<file path="src/rtl/result_uart_tx.sv">
// Converts a latched 64-bit result to decimal and sends it as 8N1 UART text ending in CR LF.
// Define RESULT_HEX_EN to append " 0x" and 16 lowercase hex digits before the CR LF.
//
// state   | meaning
// IDLE    | wait for done=1 with sent=0, latch total_sum
// CONVERT | 64 double-dabble shifts, one per cycle
// LOAD    | first cycle of a start bit, character loaded into the shifter
// SEND    | remainder of start bit, 8 data bits, stop bit
// FIN     | one cycle: busy drops, sent rises
module result_uart_tx #(
   parameter int CLKS_PER_BIT = 217
) (
   input  logic        clk,
   input  logic        rst,
   input  logic [63:0] total_sum,
   input  logic        done,
   output logic        tx,
   output logic        busy,
   output logic        sent
);

   localparam int BW = (CLKS_PER_BIT > 2) ? $clog2(CLKS_PER_BIT) : 1;
   localparam logic [BW-1:0] BAUD_FULL = BW'(CLKS_PER_BIT - 1);
   localparam logic [BW-1:0] BAUD_LOAD = BW'(CLKS_PER_BIT - 2);
`ifdef RESULT_HEX_EN
   localparam logic [5:0] TAIL = 6'd21;
`else
   localparam logic [5:0] TAIL = 6'd2;
`endif

   typedef enum logic [2:0] {S_IDLE, S_CONVERT, S_LOAD, S_SEND, S_FIN} state_t;

   state_t          state_q, state_d;
   logic [63:0]     bin_q, bin_d;
   logic [79:0]     bcd_q, bcd_d;
   logic [5:0]      conv_q, conv_d;
   logic [BW-1:0]   baud_q, baud_d;
   logic [3:0]      bit_q, bit_d;
   logic [7:0]      shreg_q, shreg_d;
   logic [5:0]      idx_q, idx_d;
   logic            tx_q, tx_d;
   logic            busy_q, busy_d;
   logic            sent_q, sent_d;
`ifdef RESULT_HEX_EN
   logic [63:0]     val_q, val_d;
   logic [3:0]      hpos;
`endif

   logic [75:0]     adj;
   logic [4:0]      ndig;
   logic [4:0]      dsel;
   logic [5:0]      tail_pos;
   logic [5:0]      last_idx;
   logic [7:0]      ch;

   function automatic logic [7:0] hex_ascii(input logic [3:0] n);
      return (n < 4'd10) ? (8'h30 + {4'h0, n}) : (8'h57 + {4'h0, n});
   endfunction

   // The top digit never reaches 5 before the final shift, so it skips the add-3 step.
   always_comb begin
      adj = '0;
      for (int i = 0; i < 19; i++) begin
         adj[4*i +: 4] = (bcd_q[4*i +: 4] >= 4'd5) ? bcd_q[4*i +: 4] + 4'd3 : bcd_q[4*i +: 4];
      end
   end

   always_comb begin
      ndig = 5'd1;
      for (int i = 1; i < 20; i++) begin
         if (bcd_q[4*i +: 4] != 4'd0) ndig = 5'(i + 1);
      end
   end

   assign last_idx = {1'b0, ndig} + TAIL - 6'd1;

   always_comb begin
      ch       = 8'h0D;
      tail_pos = idx_q - {1'b0, ndig};
      dsel     = ndig - 5'd1 - idx_q[4:0];
`ifdef RESULT_HEX_EN
      hpos     = 4'(6'd18 - tail_pos);
`endif
      if (idx_q < {1'b0, ndig}) begin
         ch = 8'h30 + {4'h0, bcd_q[{dsel, 2'b00} +: 4]};
      end
`ifdef RESULT_HEX_EN
      else if (tail_pos == 6'd0)  ch = 8'h20;
      else if (tail_pos == 6'd1)  ch = 8'h30;
      else if (tail_pos == 6'd2)  ch = 8'h78;
      else if (tail_pos <= 6'd18) ch = hex_ascii(val_q[{hpos, 2'b00} +: 4]);
      else if (tail_pos == 6'd19) ch = 8'h0D;
      else                        ch = 8'h0A;
`else
      else if (tail_pos == 6'd0)  ch = 8'h0D;
      else                        ch = 8'h0A;
`endif
   end

   always_comb begin
      state_d = state_q;
      bin_d   = bin_q;
      bcd_d   = bcd_q;
      conv_d  = conv_q;
      baud_d  = baud_q;
      bit_d   = bit_q;
      shreg_d = shreg_q;
      idx_d   = idx_q;
      tx_d    = tx_q;
      busy_d  = busy_q;
      sent_d  = done ? sent_q : 1'b0;
`ifdef RESULT_HEX_EN
      val_d   = val_q;
`endif
      case (state_q)
         S_IDLE: begin
            if (done && !sent_q) begin
               bin_d   = total_sum;
               bcd_d   = '0;
               conv_d  = '0;
               idx_d   = '0;
               busy_d  = 1'b1;
               state_d = S_CONVERT;
`ifdef RESULT_HEX_EN
               val_d   = total_sum;
`endif
            end
         end
         S_CONVERT: begin
            bcd_d  = {bcd_q[78:76], adj, bin_q[63]};
            bin_d  = {bin_q[62:0], 1'b0};
            conv_d = conv_q + 6'd1;
            if (conv_q == 6'd63) begin
               tx_d    = 1'b0;
               state_d = S_LOAD;
            end
         end
         S_LOAD: begin
            shreg_d = ch;
            bit_d   = 4'd0;
            baud_d  = BAUD_LOAD;
            state_d = S_SEND;
         end
         S_SEND: begin
            if (baud_q != '0) begin
               baud_d = baud_q - 1'b1;
            end else begin
               baud_d = BAUD_FULL;
               if (bit_q != 4'd9) begin
                  tx_d    = (bit_q == 4'd8) ? 1'b1 : shreg_q[0];
                  shreg_d = {1'b1, shreg_q[7:1]};
                  bit_d   = bit_q + 4'd1;
               end else if (idx_q == last_idx) begin
                  tx_d    = 1'b1;
                  busy_d  = 1'b0;
                  sent_d  = 1'b1;
                  state_d = S_FIN;
               end else begin
                  idx_d   = idx_q + 6'd1;
                  tx_d    = 1'b0;
                  state_d = S_LOAD;
               end
            end
         end
         S_FIN:   state_d = S_IDLE;
         default: state_d = S_IDLE;
      endcase
   end

   always_ff @(posedge clk or posedge rst) begin
      if (rst) begin
         state_q <= S_IDLE;
         bin_q   <= '0;
         bcd_q   <= '0;
         conv_q  <= '0;
         baud_q  <= '0;
         bit_q   <= '0;
         shreg_q <= '0;
         idx_q   <= '0;
         tx_q    <= 1'b1;
         busy_q  <= 1'b0;
         sent_q  <= 1'b0;
`ifdef RESULT_HEX_EN
         val_q   <= '0;
`endif
      end else begin
         state_q <= state_d;
         bin_q   <= bin_d;
         bcd_q   <= bcd_d;
         conv_q  <= conv_d;
         baud_q  <= baud_d;
         bit_q   <= bit_d;
         shreg_q <= shreg_d;
         idx_q   <= idx_d;
         tx_q    <= tx_d;
         busy_q  <= busy_d;
         sent_q  <= sent_d;
`ifdef RESULT_HEX_EN
         val_q   <= val_d;
`endif
      end
   end

   assign tx   = tx_q;
   assign busy = busy_q;
   assign sent = sent_q;

endmodule

</file>
<file path="config.mk">
export PLATFORM = sky130hd
export DESIGN_NAME = result_uart_tx
export DESIGN_NICKNAME = d
export VERILOG_FILES = /design/src/rtl/result_uart_tx.sv
export SDC_FILE = /design/constraint.sdc
export NUM_CORES = 1
export LEC_CHECK = 0
export CORE_MARGIN = 5
export CORE_UTILIZATION = 55
export DETAILED_ROUTE_END_ITERATION = 7
export DONT_BUFFER_PORTS = 1
export GPL_ROUTABILITY_DRIVEN = 1
export PLACE_DENSITY = 0.77
export SKIP_CTS_REPAIR_TIMING = 1
export SLEW_MARGIN = 20
export SYNTH_ARGS = -nofsm -noshare
export SYNTH_HDL_FRONTEND = slang
export SYNTH_SLANG_ARGS = --single-unit
</file>
<file path="constraint.sdc">
create_clock -name clk -period 5.6 [get_ports clk]
set_input_delay 0.84 -clock clk [delete_from_list [all_inputs] [get_ports clk]]
set_output_delay 0.84 -clock clk [all_outputs]
set_load 0.05 [all_outputs]
</file>
# After elaboration in Yosys (flattened, before gate mapping)
# Index checks and enable logic that the tools add are counted.
[word_totals] ff_bits=182 inputBits=67 output_inout_bits=3
[classes] n_addsub=29 magnitude_cmp=20 n_eq_ne=14 shifts=1 mux=80 n_reduce_logical=34
[op_table] op="$pmux W80 S2" count=1
[op_table] op="$pmux W64 S2" count=1
[op_table] op="$mux W5" count=18
[op_table] op="$mux W4" count=21
[op_table] op="$mux W80" count=1
[op_table] op="$shiftx A80 B8 Y4" count=1
[op_table] op="$add A4 B2 Y4 const B" count=19
[op_table] op="$ge A4 B3 Y1 const B" count=19
[op_table] op="$reduce_bool A4 Y1" count=19
[op_table] op="$mux W64" count=1
[op_table] op="$pmux W8 S2" count=2
[op_table] op="$mux W6" count=4
[op_table] op="$mux W8" count=3
[op_table] op="$pmux W6 S2" count=2
[op_table] op="$mux W3" count=6
[op_table] op="$mux W1" count=14
[op_table] op="$ne A2 B2 Y1 const B" count=7
[op_table] op="$add A6 B1 Y6 const B" count=2
[op_table] op="$pmux W3 S4" count=1
[op_table] op="$reduce_and A5 Y1" count=2
[op_table] op="$pmux W4 S2" count=1
[op_table] op="$reduce_bool A2 Y1" count=4
[op_table] op="$reduce_bool A8 Y1" count=1
[op_table] op="$sub A8 B1 Y8 const B" count=1
[op_table] op="other kinds (24)" count=27

# Depth between registers and ports, before layout
[depth] depth_word=27 ltp_mapped=17

# Worst setup path after synthesis
# No wires, ideal clock.
[synth_timing] path_type="reg-to-reg" from="register bcd_q[8]" to="register shreg_q[0]" setup_ns=0.122 arrival_time_ns=4.311 required_time_ns=5.478 setup_slack_ns=1.167 stages_incl_launch_ff=17 path_buffers=2 synth_period_minus_slack_ns=4.433 cell_sequence="dfrtp_1 inv_1 ha_1 or3b_1 o311ai_1 a31o_2 a21oi_1 o21ai_1 inv_1 fa_1 clkbuf_1 clkbuf_1 mux4_2 mux2i_1 mux2i_1 a32o_1 a32o_1"
[synth_via] elab_chain_len=25
[synth_lines] element="start, declared" line_no="35" text="logic [79:0] bcd_q, bcd_d;"
[synth_lines] element="start signal, assigned" line_no="174" text="bcd_q <= '0;"
[synth_lines] element="start signal, assigned" line_no="189" text="bcd_q <= bcd_d;"
[synth_lines] element="$reduce_bool A4 Y1" line_no="71" text="if (bcd_q[4*i +: 4] != 4'd0) ndig = 5'(i + 1);"
[synth_lines] element="$mux W5 (18 in a row)" line_no="71"
[synth_lines] element="$sub A5 B1 Y5" line_no="80" text="dsel = ndig - 5'd1 - idx_q[4:0];"
[synth_lines] element="$sub A5 B5 Y5" line_no="80"
[synth_lines] element="$shiftx A80 B8 Y4" line_no="85" text="ch = 8'h30 + {4'h0, bcd_q[{dsel, 2'b00} +: 4]};"
[synth_lines] element="$add A6 B4 Y7" line_no="85"
[synth_lines] element="$mux W7 (*)" line_no="84" text="if (idx_q < {1'b0, ndig}) begin"
[synth_lines] element="$pmux W8 S2 (*)" line_no="115" text="case (state_q)"
[synth_lines] element="end signal, assigned" line_no="193" text="shreg_q <= shreg_d;"
[synth_lines] element="end, declared" line_no="39" text="logic [7:0] shreg_q, shreg_d;"
# Mark *: on every way between the ends. The rest lies on a longest branch, timed or not.
# A chain may end at the register's enable or synchronous reset.

# Worst setup path in the final report
# Same ends and word-level chain as after synthesis.

==> flow_summary.toml <==
[status]
status = "finished, final reports clean"

[logic_synthesis]
synthTopCellsByArea = "dfrtp_1 40%, nand2_1 6.2%, ha_1 6.0%"
syn-cell-area_um2 = 11200
ys_top_cells_by_count = "185 x nand2_1, 181 x dfrtp_1, 118 x nor2_1"
synth_most_common_cell = "nand2_1"
synth_top_area_share_pct = 40.4
syn_area_per_cell_um2 = 8.76
ys.flop_type = "dfrtp_1"
yosysWarningCount = 0
ys_seq_area_share_pct = 40.6
synth_edf_count = 0
syn_inst = 1281
synth.distinct_cells = 72
ys_seq_elements = 182
syn-num-nets = 1403
yosysTopAreaCell = "dfrtp_1"
async_reset_ff_share_pct = 100

[final_layout]
seq_area_um2 = 4560
nNetsFinal = 1361
syn2layout_area_growth_pct = 7.18
fillers = 1737
drive_gt1_share_pct = 7.67
multi_input_comb_area_um2 = 6190
antennaDiodeCount = 0

[clocking]
path_clk_slew_ps = 80
clkSinkCount = 182
cts_tree = "yes"
clock_latency_ps = 450
h-tree-depth = 4
clockBufferDepth = 2
clockRootBuffer = "clkbuf_16"
numCtsBuffers = 17

[power_and_ir_drop]
power_density_nw_per_um2 = 220
ir_drop_mv = 0.177
leakage_uw = 0.00530

[floorplan]
die_y_um = 153
fp.dieW_um = 153
io_pins = 70
dieArea_um2 = 23400
start_util_pct = 55.6
core_region_area_um2 = 20200
num_rows = 52

[placed_design]
gp_congestion = 0.924
numPortBuffers = 0
hpwl_um = 17100

[sta]
drv_slew = 0
fmax_mhz = 214
slew_headroom_pct = 23.7
period_needed_ps = 4670
tns_ps = 0
holdWs_ps = 493
grt_setup_unrepaired = "no"
hold_violations = 0
fin_crit_sh_pct = 83.4
finalSetupViolCount = 0
worst_pin_slew_ps = 1140
finalClockSkew_ps = 14.4

[critical_path]
cp-start-kind = "flip-flop"
required_ps = 5930
critPathKind = "flip-flop to flip-flop"
crit_path_max_incr_delay_ps = 870
cp_data_arrival_time_ps = 5000
crit_buf_inv = 3
cp-end-kind = "flip-flop"
critPathMaxFanout = 8
path_cells = "inv_1 > ha_1 > or3b_1 > o311ai_1 > a31o_2 > a21oi_1 > o21ai_1 > inv_1 > fa_1 > buf_4 > mux4_2 > mux2i_1 > mux2i_1 > a32o_1 > a32o_1"
cp_top_family = "compound AO/OA/AOI/OAI gates"
cpMaxStageDelayCell = "fa_1"

[min_path]
min_path_type = "flip-flop to flip-flop"

[grt]
grt_pass1_vias = 8962
grt_max_degree = 183
grt_pass1_wl_um = 44800
overflow = 0
track_usage_pct = 22.7
antenna_found_initial = 0

[run]
drv_cap = 0

[route]
dr.pass1.iters = 5
drcViolationCount = 0
dr.first_iter.drc_count = 793
ant_nets = 0
drt_wl_total_um = 25900
wire_per_inst_um = 17.0
via_count = 9365
via_per_inst = 6.15
## placed cells by master (no fill, tap or decap), types with 5 or more instances in the layout
cell type / synthesis / final
nor3_1: 6 / 6
and3_1: 9 / 9
dfrtp_1: 181 / 181
a21oi_1: 73 / 73
nand2_1: 185 / 184
o21ai_0: 102 / 102
inv_1: 58 / 57
mux2i_1: 10 / 10
a31oi_1: 67 / 67
a32o_1: 22 / 22
a21o_1: 8 / 8
nand4_1: 9 / 9
nand3_1: 78 / 78
mux2_2: 5 / 5
nor3b_1: 22 / 22
buf_4: 1 / 10
clkbuf_16: 0 / 17
a22o_1: 6 / 6
nand2b_1: 29 / 29
ha_1: 54 / 54
mux4_2: 17 / 17
xnor2_1: 24 / 24
clkinv_8: 0 / 5
o31ai_1: 31 / 31
xor2_1: 9 / 9
nor3b_2: 7 / 7
nor2_1: 118 / 118
## metal layers
metal  global-route usage [%]  vias up  part of all wire, %
met4                     5.56        0                  1.4
met1                     32.2     4598                   46
li1                         -     4503                    -
met5                        0        -                    0
met2                     36.1      231                   48
met3                     4.72       33                  5.1
## cell type report
class / count / area share [%]
Tap cell: 270 / 2.81
Sequential cell: 182 / 37.9
Clock inverter: 15 / 1.66
Clock buffer: 17 / 3.54
Inverter: 59 / 1.87
Timing Repair Buffer: 11 / 0.791
Multi-Input combinational cell: 968 / 51.5
## flip-flops by register name, indices dropped and copies added (netlist names)
register  cells
idx_q         6
shreg_q       8
tx            1
bit_q         4
sent          1
conv_q        6
bin_q        64
state_q       3
baud_q        8
busy          1
bcd_q        80
## cells by family after synthesis
group / count (synthesis) / synth area share [%]
simple gates: 497 / 21.3
xor+xnor: 33 / 2.58
flops: 182 / 40.6
fa+ha+maj: 55 / 6.20
buf+inv: 131 / 4.41
compound gates: 350 / 19.9
mux: 33 / 5.04
## power by group
| part | switching (µW) | internal (µW) | total [µW] |
|---|---|---|---|
| sequential | 4.64 | 1320 | 1320 |
| clock | 615 | 649 | 1260 |
| combinational | 43.5 | 15.6 | 59.1 |
## tightest hold or removal path, cell delays in order, from the launching register on
cell	delay, ps
dfrtp_1	350
nand2_1	50
o31ai_1	60
## per-stage QoR
| stage | worst slack, ps | area (µm²) | power, µW | utilization [%] | std cells |
|---|---|---|---|---|---|
| 4_1_cts | 961 | 12000 | 2660 | 59.6 | 1522 |
| 5_1_grt | 705 | 12000 | 2730 | 59.6 | 1522 |
| 6_report | 930 | 12000 | 2640 | 59.6 | 1522 |
| 3_5_place_dp | 1010 | 11400 | 1410 | 56.5 | 1490 |
| 3_3_place_gp | 1100 | 11400 | 1410 | 56.5 | 1490 |
| 2_1_floorplan | 1170 | 11200 | 1390 | - | 1281 |
## final timing paths
check	start	endpoint	slack (ps)	depth (start not counted)
max reg2reg	bcd_q[8]$_DFFE_PP0P_	shreg_q[0]$_DFFE_PP0P_	930	15
min reg2reg	bin_q[63]$_DFFE_PP0P_	bcd_q[0]$_DFFE_PP0P_	490	2
max	bcd_q[8]$_DFFE_PP0P_	shreg_q[0]$_DFFE_PP0P_	930	15
min	bin_q[63]$_DFFE_PP0P_	bcd_q[0]$_DFFE_PP0P_	490	2
min in group asynchronous	rst	bit_q[0]$_DFFE_PP0P_	550	2
max in group asynchronous	rst	bcd_q[35]$_DFFE_PP0P_	4310	2
No activity file was read; power rests on OpenSTA's default activity.
